`src/rtl/numpad_scan.sv`:
```
// numpad_scan: scans a 4x4 active-low key matrix plus an alt key, debounces both
// once per full scan, and presents one key event per debounced press on valid/ready.
module numpad_scan #(
   parameter int COL_DWELL      = 256,
   parameter int DEBOUNCE_SCANS = 4
) (
   input  logic       clock,
   input  logic       reset,
   input  logic [3:0] numpad_rows,
   input  logic       alt_numpad_key,
   output logic [3:0] numpad_columns,
   output logic       alt_numpad_led,
   output logic       key_valid,
   output logic [4:0] key_code,
   output logic       key_alt,
   input  logic       key_ready
);
   localparam int            DW         = $clog2(COL_DWELL);
   localparam logic [DW-1:0] DWELL_LAST = DW'(COL_DWELL - 1);
   localparam logic [3:0]    DB_MAX     = 4'(DEBOUNCE_SCANS);
   localparam logic [4:0]    NONE       = 5'b00000;

   typedef enum logic {IDLE, PENDING} hs_state_t;
   hs_state_t state, state_next;

   logic [3:0]    rows_s1, rows_s2;
   logic          alt_s1, alt_s2, alt_lvl;
   logic [1:0]    col;
   logic [DW-1:0] dwell;
   logic          sample, scan_end;
   logic [3:0]    row_low;
   logic [1:0]    row_idx;
   logic [4:0]    hit_code, found_code, result;
   logic          found;
   logic [4:0]    key_cand, key_acc;
   logic [3:0]    key_cnt, key_cnt_next;
   logic          key_take, key_fire;
   logic          alt_cand, alt_acc;
   logic [3:0]    alt_cnt, alt_cnt_next;
   logic          alt_take, alt_toggle;
   logic          alt_armed, alt_armed_next;
   logic          accept, load;

   always_ff @(posedge clock) begin
      if (reset) begin
         rows_s1 <= 4'hF;
         rows_s2 <= 4'hF;
         alt_s1  <= 1'b1;
         alt_s2  <= 1'b1;
      end else begin
         rows_s1 <= numpad_rows;
         rows_s2 <= rows_s1;
         alt_s1  <= alt_numpad_key;
         alt_s2  <= alt_s1;
      end
   end

   assign sample         = (dwell == DWELL_LAST);
   assign scan_end       = sample && (col == 2'd3);
   assign numpad_columns = ~(4'b0001 << col);

   always_ff @(posedge clock) begin
      if (reset) begin
         col   <= 2'd0;
         dwell <= '0;
      end else if (sample) begin
         col   <= col + 2'd1;
         dwell <= '0;
      end else begin
         dwell <= dwell + DW'(1);
      end
   end

   // Lowest pressed row in the driven column; earlier columns already latched take priority.
   always_comb begin
      row_low = ~rows_s2;
      row_idx = 2'd0;
      for (int r = 3; r >= 0; r--) begin
         if (row_low[r]) row_idx = 2'(r);
      end
      hit_code = (row_low != 4'b0000) ? {1'b1, col, row_idx} : NONE;
      result   = found ? found_code : hit_code;
   end

   always_ff @(posedge clock) begin
      if (reset || scan_end) begin
         found      <= 1'b0;
         found_code <= NONE;
      end else if (sample && !found && (hit_code != NONE)) begin
         found      <= 1'b1;
         found_code <= hit_code;
      end
   end

   always_comb begin
      alt_lvl      = ~alt_s2;
      key_cnt_next = (result != key_cand) ? 4'd1 :
                     (key_cnt >= DB_MAX)  ? DB_MAX : key_cnt + 4'd1;
      alt_cnt_next = (alt_lvl != alt_cand) ? 4'd1 :
                     (alt_cnt >= DB_MAX)   ? DB_MAX : alt_cnt + 4'd1;
      key_take     = (key_cnt_next == DB_MAX) && (result != key_acc);
      alt_take     = (alt_cnt_next == DB_MAX) && (alt_lvl != alt_acc);
      key_fire     = scan_end && key_take && (result != NONE);
      alt_toggle   = scan_end && alt_take && alt_lvl;
      accept       = key_valid && key_ready;
      // Toggle first so an event at the same scan end carries the new alt state.
      alt_armed_next = alt_armed ^ alt_toggle;
      if (accept && key_alt) alt_armed_next = 1'b0;
   end

   always_ff @(posedge clock) begin
      if (reset) begin
         key_cand  <= NONE;
         key_acc   <= NONE;
         key_cnt   <= 4'd0;
         alt_cand  <= 1'b0;
         alt_acc   <= 1'b0;
         alt_cnt   <= 4'd0;
         alt_armed <= 1'b0;
      end else begin
         alt_armed <= alt_armed_next;
         if (scan_end) begin
            key_cand <= result;
            key_cnt  <= key_cnt_next;
            alt_cand <= alt_lvl;
            alt_cnt  <= alt_cnt_next;
            if (key_take) key_acc <= result;
            if (alt_take) alt_acc <= alt_lvl;
         end
      end
   end

   always_ff @(posedge clock) begin
      if (reset) state <= IDLE;
      else       state <= state_next;
   end

   // A press arriving while an event is pending is dropped.
   always_comb begin
      state_next = state;
      load       = 1'b0;
      case (state)
         IDLE:    if (key_fire) begin
                     state_next = PENDING;
                     load       = 1'b1;
                  end
         PENDING: if (key_ready) state_next = IDLE;
      endcase
   end

   always_ff @(posedge clock) begin
      if (reset) begin
         key_code <= NONE;
         key_alt  <= 1'b0;
      end else if (load) begin
         key_code <= result;
         key_alt  <= alt_armed_next;
      end else if (accept) begin
         key_code <= NONE;
         key_alt  <= 1'b0;
      end
   end

   assign key_valid      = (state == PENDING);
   assign alt_numpad_led = ~alt_armed;

endmodule
```
`config.mk`:
```
export PLATFORM = sky130hd
export DESIGN_NAME = numpad_scan
export DESIGN_NICKNAME = d
export VERILOG_FILES = /design/src/rtl/numpad_scan.sv
export SDC_FILE = /design/constraint.sdc
export NUM_CORES = 1
export LEC_CHECK = 0
export BUFFER_PORTS_ARGS = -buffer_cell sky130_fd_sc_hd__clkbuf_2
export CORE_UTILIZATION = 35
export CTS_CLUSTER_SIZE = 30
export DETAILED_ROUTE_END_ITERATION = 6
export GPL_ROUTABILITY_DRIVEN = 1
export GPL_TIMING_DRIVEN = 0
export SLEW_MARGIN = 10
export SYNTH_ARGS = -nofsm -noshare
export SYNTH_HDL_FRONTEND = slang
export SYNTH_SLANG_ARGS = --single-unit
export TNS_END_PERCENT = 100
```
`constraint.sdc`:
```
create_clock -name clock -period 3.75 [get_ports clock]
set_clock_uncertainty 0.1 [all_clocks]
set_input_delay 0.5625 -clock clock [delete_from_list [all_inputs] [get_ports clock]]
set_output_delay 0.5625 -clock clock [all_outputs]
set_load 0.01 [all_outputs]
```
==> impl_summary.txt <==
----------------------------------------------------
[Clocking]
  Clock transition at the registers of the reported paths ... 0.11 ns
  Number of sinks on the clock net ... 54
  # H-tree levels ... 2
  Hold buffer count at CTS ... 0
  Gates resized, CTS repair ... 0
  Clock tree from TritonCTS ... built
  Max clock buf depth ... 2
  Buffer cell driving the clock tree root ... sky130_fd_sc_hd__clkbuf_8
  Post-CTS Repair Setup Buffers ... 0
  Number of buffers created by CTS ... 5
  Later-pin clock latency in the skew report ... 0.31 ns

[GRT]
  Via count of the first global-routing pass ... 2003
  Total congestion overflow ... 0
  Initial antenna violation count ... 0
  Wire length of the first global-routing pass ... 9.76 mm
  Largest net degree at the start of global routing ... 17
  Total global routing track utilization ... 0.162

[Die]
  Area of the core ... 7210 µm²
  Ports ... 20
  Die Wd ... 88.2 µm
  Overall die area ... 7780 µm²
  Row count ... 31
  Y dimension of the die ... 88.2 µm
  Starting density of the core ... 0.361

[Route]
  Violation count after the first detailed-route iteration ... 107
  Antenna Nets Post-Route ... 0
  Routed vias/inst ... 5.05
  DR pass1 iterations ... 4
  Number of design rule violations left after detail routing ... 0
  Wire length reported by the detailed router ... 5.57 mm
  Routed len/inst ... 13.8 µm
  Number of vias after detailed routing ... 2035

[Logic synthesis]
  Warnings, synthesis ... 0
  Synthesized area per cell ... 9.40 µm²
  Count of different cell masters after synthesis ... 55
  Leading register cell type out of synthesis ... sky130_fd_sc_hd__dfxtp_1
  Share of async-settable or async-resettable flops after synthesis ... 0
  Synthesized area ... 2600 µm²
  Number of synthesized register bits ... 54
  Post-Syn Instances ... 277
  Mapped Nets ... 292
  Number of synthesized flops with an enable pin ... 0
  Proportion of synthesized chip area in sequential cells ... 0.415

[STA]
  Count of endpoints failing hold in the final timing report ... 0
  Maximum clock frequency ... 384 MHz
  Remaining max-slew budget at the tightest pin ... 0.375
  Final total negative setup slack ... 0 ns
  # setup viols final ... 0
  Final min period ... 2.60 ns
  RSZ-0062 raised after global routing ... false
  Worst Hold Slack ... 0.318 ns
  Post-route worst setup slack ... 1.15 ns
  Number of max-slew violations in the final report ... 0
  Final worst path period share ... 0.694
  Worst Tran Pin Value ... 0.931 ns

[Place]
  Placed standard-cell area ... 2820 µm²
  Number of instances in the placed design ... 395
  Global placement routability congestion ... 0.804
  Post-place setup slack ... 1.14 ns
  Total of buffers placed on input and output ports ... 19
  Dpl hpwl ... 4.06 mm

[Worst setup path]
  Crit-path max FO ... 4
  Cells on worst reg2reg path ... 7
  Worst-case register-to-register setup slack ... 1.15 ns
  Startpoint class of the critical path ... register
  Launch point of the worst reg-to-reg path ... key_cnt[0]$_SDFFE_PP0P_
  Critical Path RT ... 3.86 ns
  Worst endpoint data arrival time ... 2.72 ns
  End of the worst register-to-register path ... key_alt$_SDFFE_PP0P_
  Worst setup path class ... register to register
  Critical Path End Type ... register

[Power]
  Switching fraction of total power ... 0.232
  Final total power ... 1.05 mW
  Static leakage ... 1.03 nW
  Internal power component ... 809 µW
  Power density of the placed cells ... 359 nW/µm²
  Share of power burned in registers ... 0.558
  Maximum ir drop on the vdd rail ... 0.231 mV
  Share of power burned in combinational logic ... 0.067
  Switching pwr ... 245 µW
  Clock Power Share ... 0.375

[Finish]
  Signed area change from the synthesized netlist to the final layout ... 12.6%
  Number of nets in the layout ... 318
  Utilization after layout ... 0.406
  Post-route cell area ... 2930 µm²
  Fraction of layout instances using a drive strength above 1 ... 0.194
  Inserted Diodes ... 0
  Post-route insts no fill ... 403

[Hold path]
  Class of the most critical hold timing path ... register to register
  End of the worst hold path ... alt_s2$_SDFF_PP1_
  Hold path startpoint ... alt_s1$_SDFF_PP1_
  Worst hold stages ... 1

[Run status]
  Status ... finished, final reports clean

[Flow run]
  Number of max-cap violations ... 0

----------------------------------------------------
[synth_stat cells (4+ instances only)]
cell type                  instances  area share
sky130_fd_sc_hd__nor3b_1           4       0.012
sky130_fd_sc_hd__xnor2_1           9       0.030
sky130_fd_sc_hd__nand3_1           5      0.0096
sky130_fd_sc_hd__inv_1            12       0.017
sky130_fd_sc_hd__or2_2            15       0.036
sky130_fd_sc_hd__nand4_1          10       0.024
sky130_fd_sc_hd__xor2_1            5       0.017
sky130_fd_sc_hd__dfxtp_1          54        0.42
sky130_fd_sc_hd__nor3_1           12       0.023
sky130_fd_sc_hd__a21oi_1          15       0.029
sky130_fd_sc_hd__and2_1            6       0.014
sky130_fd_sc_hd__nor2_1           19       0.027
sky130_fd_sc_hd__mux2i_1           7       0.027
sky130_fd_sc_hd__ha_1              7       0.034
sky130_fd_sc_hd__clkbuf_1          7       0.010
sky130_fd_sc_hd__o21ai_0           8       0.015
sky130_fd_sc_hd__nand2b_1          6       0.014
sky130_fd_sc_hd__nand2_1          15       0.022
sky130_fd_sc_hd__a211oi_1          6       0.017
sky130_fd_sc_hd__a311oi_1          5       0.017
[layout by cell type, fill, tap and decap left out, types with 3 or more instances in the layout]
cell type	n
sky130_fd_sc_hd__clkbuf_8	5
sky130_fd_sc_hd__clkbuf_2	19
sky130_fd_sc_hd__nand3_1	5
sky130_fd_sc_hd__or2_2	15
sky130_fd_sc_hd__dfxtp_1	54
sky130_fd_sc_hd__xor2_1	5
sky130_fd_sc_hd__ha_1	7
sky130_fd_sc_hd__nor4_1	3
sky130_fd_sc_hd__a211oi_1	6
sky130_fd_sc_hd__a311oi_1	5
sky130_fd_sc_hd__mux2i_1	7
sky130_fd_sc_hd__buf_6	3
sky130_fd_sc_hd__nor3_1	12
sky130_fd_sc_hd__buf_2	3
sky130_fd_sc_hd__nor3b_1	4
sky130_fd_sc_hd__o21ai_0	8
sky130_fd_sc_hd__nand2b_1	6
sky130_fd_sc_hd__nand4_1	10
sky130_fd_sc_hd__nor2b_1	3
sky130_fd_sc_hd__nand2_1	15
sky130_fd_sc_hd__and2_1	6
sky130_fd_sc_hd__o211ai_1	3
sky130_fd_sc_hd__clkbuf_1	8
sky130_fd_sc_hd__xnor2_1	9
sky130_fd_sc_hd__inv_1	12
sky130_fd_sc_hd__nor2_1	19
sky130_fd_sc_hd__a21oi_1	15
[how the worst max path moves through the flow]
stage | start | slack (ns) | cells after the start | to
finish | key_cnt[0]$_SDFFE_PP0P_ | 1.15 | 7 | key_alt$_SDFFE_PP0P_
global route | key_cnt[0]$_SDFFE_PP0P_ | 1.01 | 7 | key_alt$_SDFFE_PP0P_
CTS | key_cnt[0]$_SDFFE_PP0P_ | 1.12 | 7 | key_alt$_SDFFE_PP0P_
detailed placement | key_cnt[0]$_SDFFE_PP0P_ | 1.14 | 7 | key_alt$_SDFFE_PP0P_
global placement | key_cnt[0]$_SDFFE_PP0P_ | 1.12 | 7 | key_alt$_SDFFE_PP0P_
floorplan | col[0]$_SDFFE_PP0N_ | 1.47 | 8 | key_code[2]$_SDFFE_PP0P_
[per-layer routing]
metal	GRT usage	vias up	wire, µm	part of all wire
met5	0	-	0	0
met4	0.0528	0	94	0.017
met3	0.0317	8	162	0.029
met2	0.257	33	2500	0.45
met1	0.220	947	2820	0.51
li1	-	1047	-	-
[registers in the layout (all words and copies together), names as in the netlist]
| signal | cells |
|---|---|
| dwell | 8 |
| key_valid | 1 |
| rows_s2 | 4 |
| alt_s2 | 1 |
| key_code | 5 |
| rows_s1 | 4 |
| alt_cand | 1 |
| alt_armed | 1 |
| key_cnt | 4 |
| col | 2 |
| alt_cnt | 4 |
| alt_acc | 1 |
| key_acc | 5 |
| found_code | 5 |
| key_cand | 5 |
| alt_s1 | 1 |
| found | 1 |
| key_alt | 1 |
[critical path: stages, from the launching register on]
cell and delay, ns:
sky130_fd_sc_hd__dfxtp_1 0.35, sky130_fd_sc_hd__ha_1 0.30, sky130_fd_sc_hd__inv_1 0.04, sky130_fd_sc_hd__a311oi_1 0.79, sky130_fd_sc_hd__or4_1 0.29, sky130_fd_sc_hd__a211o_1 0.12
sky130_fd_sc_hd__nand4bb_4 0.18, sky130_fd_sc_hd__mux2_1 0.33
[cell type report]
cell class / instances / area [µm²]
clock inverters: 2 / 37.5
flip-flops and latches: 54 / 1080
well taps: 99 / 124
clock buffers: 6 / 72.6
inverters: 13 / 48.8
repair buffers: 19 / 95.1
plain buffers: 13 / 75.1
fillers: 754 / 4280
multi-input cells: 197 / 1400
[power groups by stage]
| stage | Combinational [mW] | Sequential, mW | Clock [mW] |
|---|---|---|---|
| global route | 0.0783 | 0.589 | 0.430 |
| finish | 0.0706 | 0.588 | 0.395 |
| detailed placement | 0.0710 | 0.601 | 0 |
| floorplan | 0.0522 | 0.599 | 0 |
| global placement | 0.0703 | 0.601 | 0 |
| CTS | 0.0711 | 0.588 | 0.410 |
[logic make-up after synthesis]
logic type / synth area share
AND/OR/NAND/NOR: 0.255
AO/OA/AOI/OAI: 0.170
flip-flops: 0.415
buffers and inverters: 0.0476
XOR/XNOR: 0.0471
multiplexers: 0.0313
adder cells (fa/ha/maj): 0.0337
Power figures use the tool's default switching activity.
